`src/rtl/block_assembler.sv`:
```
// rtl/block_assembler.sv - packs 16 received bytes into a 128-bit block and hands it to the block FIFO
module block_assembler #(
  parameter int WRITE_GAP      = 4,
  parameter int TIMEOUT_CYCLES = 100000,
  parameter int TO_W           = 17
) (
  input  logic         clk,
  input  logic         reset,
  input  logic [7:0]   rx_data,
  input  logic         rx_valid,
  input  logic         fifo_full,
  input  logic         clear_err,
  output logic [127:0] block_out,
  output logic         write_en,
  output logic [3:0]   byte_cnt,
  output logic         pending,
  output logic         overrun_err,
  output logic         timeout_err
);

  // Gap counter only ever holds WRITE_GAP-1 down to 0.
  localparam int GW = (WRITE_GAP > 1) ? $clog2(WRITE_GAP) : 1;
  localparam logic [GW-1:0]   GAP_LOAD = GW'(WRITE_GAP - 1);
  localparam logic [TO_W-1:0] TO_LIMIT = TO_W'(TIMEOUT_CYCLES);

  typedef enum logic [1:0] {
    IDLE   = 2'd0,
    HOLD   = 2'd1,
    STROBE = 2'd2,
    GAP    = 2'd3
  } state_t;

  state_t          state;
  state_t          state_nxt;
  logic [119:0]    shift;
  logic [GW-1:0]   gap_cnt;
  logic [TO_W-1:0] to_cnt;

  logic complete;
  logic accept_block;
  logic drop_block;
  logic to_fire;

  // The 16th byte completes a block; it is kept only if the output side is free.
  assign complete     = rx_valid && (byte_cnt == 4'd15);
  assign accept_block = complete && (state == IDLE);
  assign drop_block   = complete && (state != IDLE);
  // A byte arriving in the same cycle always beats the timeout.
  assign to_fire      = !rx_valid && (byte_cnt != 4'd0) && (to_cnt == TO_LIMIT);

  // Output state register.
  always_ff @(posedge clk or negedge reset) begin
    if (!reset) begin
      state <= IDLE;
    end else begin
      state <= state_nxt;
    end
  end

  // Output next-state logic: hold until the FIFO has room, strobe once, then keep din steady.
  always_comb begin
    state_nxt = state;
    write_en  = 1'b0;
    pending   = (state != IDLE);
    case (state)
      IDLE: begin
        if (accept_block) begin
          state_nxt = HOLD;
        end
      end
      HOLD: begin
        if (!fifo_full) begin
          state_nxt = STROBE;
        end
      end
      STROBE: begin
        write_en  = 1'b1;
        state_nxt = GAP;
      end
      GAP: begin
        if (gap_cnt == '0) begin
          state_nxt = IDLE;
        end
      end
      default: begin
        state_nxt = IDLE;
      end
    endcase
  end

  // Settle-window counter: loaded during the strobe, counts down through GAP.
  always_ff @(posedge clk or negedge reset) begin
    if (!reset) begin
      gap_cnt <= '0;
    end else if (state == STROBE) begin
      gap_cnt <= GAP_LOAD;
    end else if ((state == GAP) && (gap_cnt != '0)) begin
      gap_cnt <= gap_cnt - 1'b1;
    end
  end

  // Byte collector: big-endian shift register and position within the block.
  always_ff @(posedge clk or negedge reset) begin
    if (!reset) begin
      shift    <= '0;
      byte_cnt <= 4'd0;
    end else if (rx_valid) begin
      shift    <= {shift[111:0], rx_data};
      byte_cnt <= byte_cnt + 4'd1;
    end else if (to_fire) begin
      shift    <= '0;
      byte_cnt <= 4'd0;
    end
  end

  // Completed block register; left untouched while a previous block is still pending.
  always_ff @(posedge clk or negedge reset) begin
    if (!reset) begin
      block_out <= '0;
    end else if (accept_block) begin
      block_out <= {shift, rx_data};
    end
  end

  // Inter-byte idle counter; saturates at the limit until the partial block is discarded.
  always_ff @(posedge clk or negedge reset) begin
    if (!reset) begin
      to_cnt <= '0;
    end else if (rx_valid || (byte_cnt == 4'd0)) begin
      to_cnt <= '0;
    end else if (to_cnt != TO_LIMIT) begin
      to_cnt <= to_cnt + 1'b1;
    end
  end

  // Sticky error flags; a new error event outranks a simultaneous clear.
  always_ff @(posedge clk or negedge reset) begin
    if (!reset) begin
      overrun_err <= 1'b0;
      timeout_err <= 1'b0;
    end else begin
      if (drop_block) begin
        overrun_err <= 1'b1;
      end else if (clear_err) begin
        overrun_err <= 1'b0;
      end
      if (to_fire) begin
        timeout_err <= 1'b1;
      end else if (clear_err) begin
        timeout_err <= 1'b0;
      end
    end
  end

endmodule

```
`config.mk`:
```
export PLATFORM = sky130hd
export DESIGN_NAME = block_assembler
export DESIGN_NICKNAME = d
export VERILOG_FILES = /design/src/rtl/block_assembler.sv
export SDC_FILE = /design/constraint.sdc
export NUM_CORES = 1
export LEC_CHECK = 0
export ABC_AREA = 0
export ABC_CLOCK_PERIOD_IN_PS = 5100
export CAP_MARGIN = 15
export CORE_ASPECT_RATIO = 0.9
export CORE_UTILIZATION = 39
export DETAILED_ROUTE_END_ITERATION = 12
export SLEW_MARGIN = 5
export SYNTH_ARGS = -nofsm -noshare
export SYNTH_HDL_FRONTEND = slang
export SYNTH_SLANG_ARGS = --single-unit
```
`constraint.sdc`:
```
create_clock -name clk -period 5.1 [get_ports clk]
set_clock_uncertainty 0.1 [all_clocks]
set_input_delay 0.765 -clock clk [delete_from_list [all_inputs] [get_ports clk]]
set_output_delay 0.765 -clock clk [all_outputs]
set_load 0.005 [all_outputs]
```
==> metrics list <==
- The flow ran to the end, but the final reports show violations.
- Failing checks: design-rule violations
- Die Footprint: 29000 um^2
- Detail-routed net length per standard cell: between 15 and 20 um
* Post-route antenna net violation count: 0
- Library cell with the highest instance count after synthesis: dfrtp_1
- Maximum level of the CTS H-tree: 1
- Synthesized netlist net count: 839
* Terminus of the critical flop-to-flop path: shift[116]
- Once the floorplan was initialized, standard cells occupied 39.6% of the core.
- Fin crit period: 2.92 ns
- Share of synthesized flip-flops with an asynchronous set or reset: 100%
* Leakage power: between 6 and 7 nW
* Final worst setup slack: 2.18 ns
- Core area: between 20000 and 30000 um^2
- Estimated wirelength of the detail-placed design: roughly 14000 um
- Syn-to-layout area delta: 25.2%
- Root Buffer: clkbuf_16
- Data arrival, critical path: between 3 and 4 ns
* Critical-path maximum fanout: 83
- In this run, post-CTS repair resized a total of 0 instances.
- The final route contains approximately 6500 vias.
* Top cells by count, synth: dfrtp_1 (275), nor2_1 (135), mux2_2 (128)
- CTS Buffer Depth: 3
- Horizontal die dimension: between 150 and 200 um
- Global routing consumed, over all layers together, ~16% of the routing resources.
* TritonCTS clock tree: built
- Of the post-synthesis cell area, the part taken by muxes is 24.1%.
* Maximum clock rate: between 300 and 400 MHz
* Number of enable-type register cells in the synthesized netlist: 0
- Yosys printed 0 warnings.
- Number of buffers created by CTS: 29
- The final-report hold violation count is 0.
- Once the clock tree was built, the setup fixing pass inserted 0 buffers.
* Layer carrying the most global-route usage: met1
* Main area contributors after synthesis: dfrtp_1 (62%), mux2_2 (13%), mux2i_1 (11%)
* Synth Area per Inst: ~14 um^2
- Final std cells w/o fill: between 1000 and 1500
- FF+latch count, synth: around 280
- After synthesis, the largest family of logic cells by area is multiplexers.
- Antenna Diode Count: 0
- In this run the cell area of the synthesized design comes to 11100 um^2.
- For this run, the leading register cell type out of synthesis is dfrtp_1.
* Pins Over Slew Limit: 0
* Post-CTS clock slew at the launch and capture registers of the worst setup and hold paths: around 0.060 ns
- Timing analysis after detailed placement gives a worst setup slack of roughly 1.8 ns.
- In the final layout, the share of cells above drive strength 1 is about 19%.
- Number of DRC violations after detailed-routing iteration 0: about 390
- Worst path required time: 5.40 ns
* Accumulated negative setup slack: 0 ns
* Yosys top cell by area: dfrtp_1
- DR pass1 iterations: 8
- Count of fill cells added during filler insertion: between 2000 and 2500
- Summed over all layers, the global routing overflow is 0.
- Routability-driven placement finished with a final weighted congestion of 0.831.
* Number of antenna violations at the first check in global routing: 0
* Sort of element at the end of the critical path: flop
* Residual DRC count: 14
- Setup violations remaining at the end of the flow were counted as 0.
* Fraction of the mapped netlist area in simple logic gates: just under 8%
* Number of library cell types mapped by synthesis: 37
* Worst setup slack for register-to-register paths: ~2.2 ns
- After Yosys synthesis, XOR and XNOR cells account for 1.11% of the synthesized area.
- IR Drop Worst-Case VDD: roughly 380 uV
- Dividing total power by cell area gives a power density of ~530 nW/um^2.
- Share of synthesized area occupied by flip-flops and latches: 62.2%
- The number of global-route vias before repair was between 6000 and 7000.
- STA classifies the critical path startpoint as a flop.
- Setup repair after global routing left no endpoint under its margin.
- The net count of the finished layout is just under 1000.
- Hold timing on the final database bottoms out at a slack of 0.223 ns.
- The share of synthesized area in the top cell type comes to just over 60%.
- The die is about 160 um tall.
- Largest net degree at the start of global routing: between 100 and 150
- Detailed-route wire length: around 23000 um
- Post-Syn Instances: 816
- Port Buffer Count: approximately 150
- Fraction of the mapped netlist area in compound gates: under 10%
- GR Util met2: a little under a quarter
- Length in cells of the worst reg-to-reg path: 7
- Global-route met3 utilization: 3.50%
- After detailed placement, the design holds a cell count of about 1300.
* Reported max-cap violation count: 0
- Pin placement for this block handled 149 I/O pins.
- Adder-cell share of the synthesized area: 1.13%
- For this design, the CTS-stage hold fixing added 0 buffers.
- Met1 track demand over resource: roughly 25%
- First-pass GRT wire length: between 30000 and 40000 um
* R2r startpoint: to_cnt[0]
- The critical path is of the flop to flop type.
- The floorplan has 58 rows.
- At the later pin of the worst-skew pair, clock insertion delay measures 0.53 ns.
- In the finished design, the share of the clock period the worst path needs comes to between 50% and 60%.
- Type of the tightest min-delay check: input port to async pin
* Clock sinks: 275
- Vias/cell: between 4 and 5
- Worst slew pin tran: 1.01 ns
- Worst slew margin: approximately 33%
==> how the worst max path moves through the flow <==
stage               slack (ns)  startpoint        endpoint  cells after the start
floorplan                 2.84    rx_valid  block_out[107]                      5
global placement          1.79    rx_valid   block_out[57]                      5
detailed placement        1.78    rx_valid   block_out[70]                      5
CTS                       2.17   to_cnt[0]       shift[56]                      7
global route              1.98   to_cnt[0]      shift[100]                      7
finish                    2.18   to_cnt[0]      shift[116]                      7
==> power by group <==
group | leakage (nW) | internal, W | switching, W
Sequential | 3.55 | 0.00289 | 0.000561
Combinational | 2.67 | 0.00108 | 0.000597
Clock | 0.496 | 0.00130 | 0.000842
==> metrics by stage <==
step	total power, W	area (um^2)	util (%)
global route	0.00772	13800	49.5
floorplan	0.00411	11100	-
detailed placement	0.00519	12800	46.0
CTS	0.00738	13800	49.5
finish	0.00727	13800	49.5
global placement	0.00515	12800	46.0
==> sequential cells by signal, summed over array words and instances, names as in the netlist <==
name	flops
timeout_err	1
to_cnt	17
byte_cnt	4
overrun_err	1
state	2
shift	120
gap_cnt	2
block_out	128
==> worst max-delay path, stage by stage (launching register included) <==
cell,delay [ns]
dfrtp_1,0.45
inv_1,0.11
ha_1,0.17
or4b_1,0.49
nor4_4,0.37
and2_4,0.53
buf_12,0.37
nor2_1,0.10
==> layout make-up <==
class | instances | area (um^2) | share of cell area (%)
clock inverter | 10 | 106 | 0.768
clock buffer | 43 | 888 | 6.42
inverter | 13 | 48.8 | 0.353
sequential | 275 | 6880 | 49.7
multi-input combinational | 485 | 3900 | 28.1
timing repair buffer | 154 | 1570 | 11.3
tap | 360 | 450 | 3.25
==> layer usage <==
layer | part of all wire [%] | wire length, um
met5 | 0 | 0
met3 | 5.1 | 1170
met2 | 42 | 9620
met4 | 1.6 | 361
met1 | 51 | 11700
==> cells in the final DEF, fill, tap and decap left out, drive strengths merged, types with 2 or more instances in the layout <==
master and count:
a211o 2, a21o 3, a21oi 4, and3 2, buf 8, bufinv 2, clkbuf 43, clkdlybuf4s50 146
clkinv 6, dfrtp 275, ha 10, inv 14, mux2 128, mux2i 122, nand2 11, nand2b 3
nand3 8, nand4 7, nor2 135, nor3 8, nor4 4, o21ai 7, or3 3, or4b 2
or4bb 3, xnor2 11, xor2 3
==> cells by family (layout without fill, tap and decap cells) <==
family,Yosys count,count (layout)
flops,275,275
fa+ha+maj,10,10
xor+xnor,14,14
mux,250,250
simple gates,192,192
compound gates,19,19
buf+inv,56,220
No activity file was read; power rests on OpenSTA's default activity.
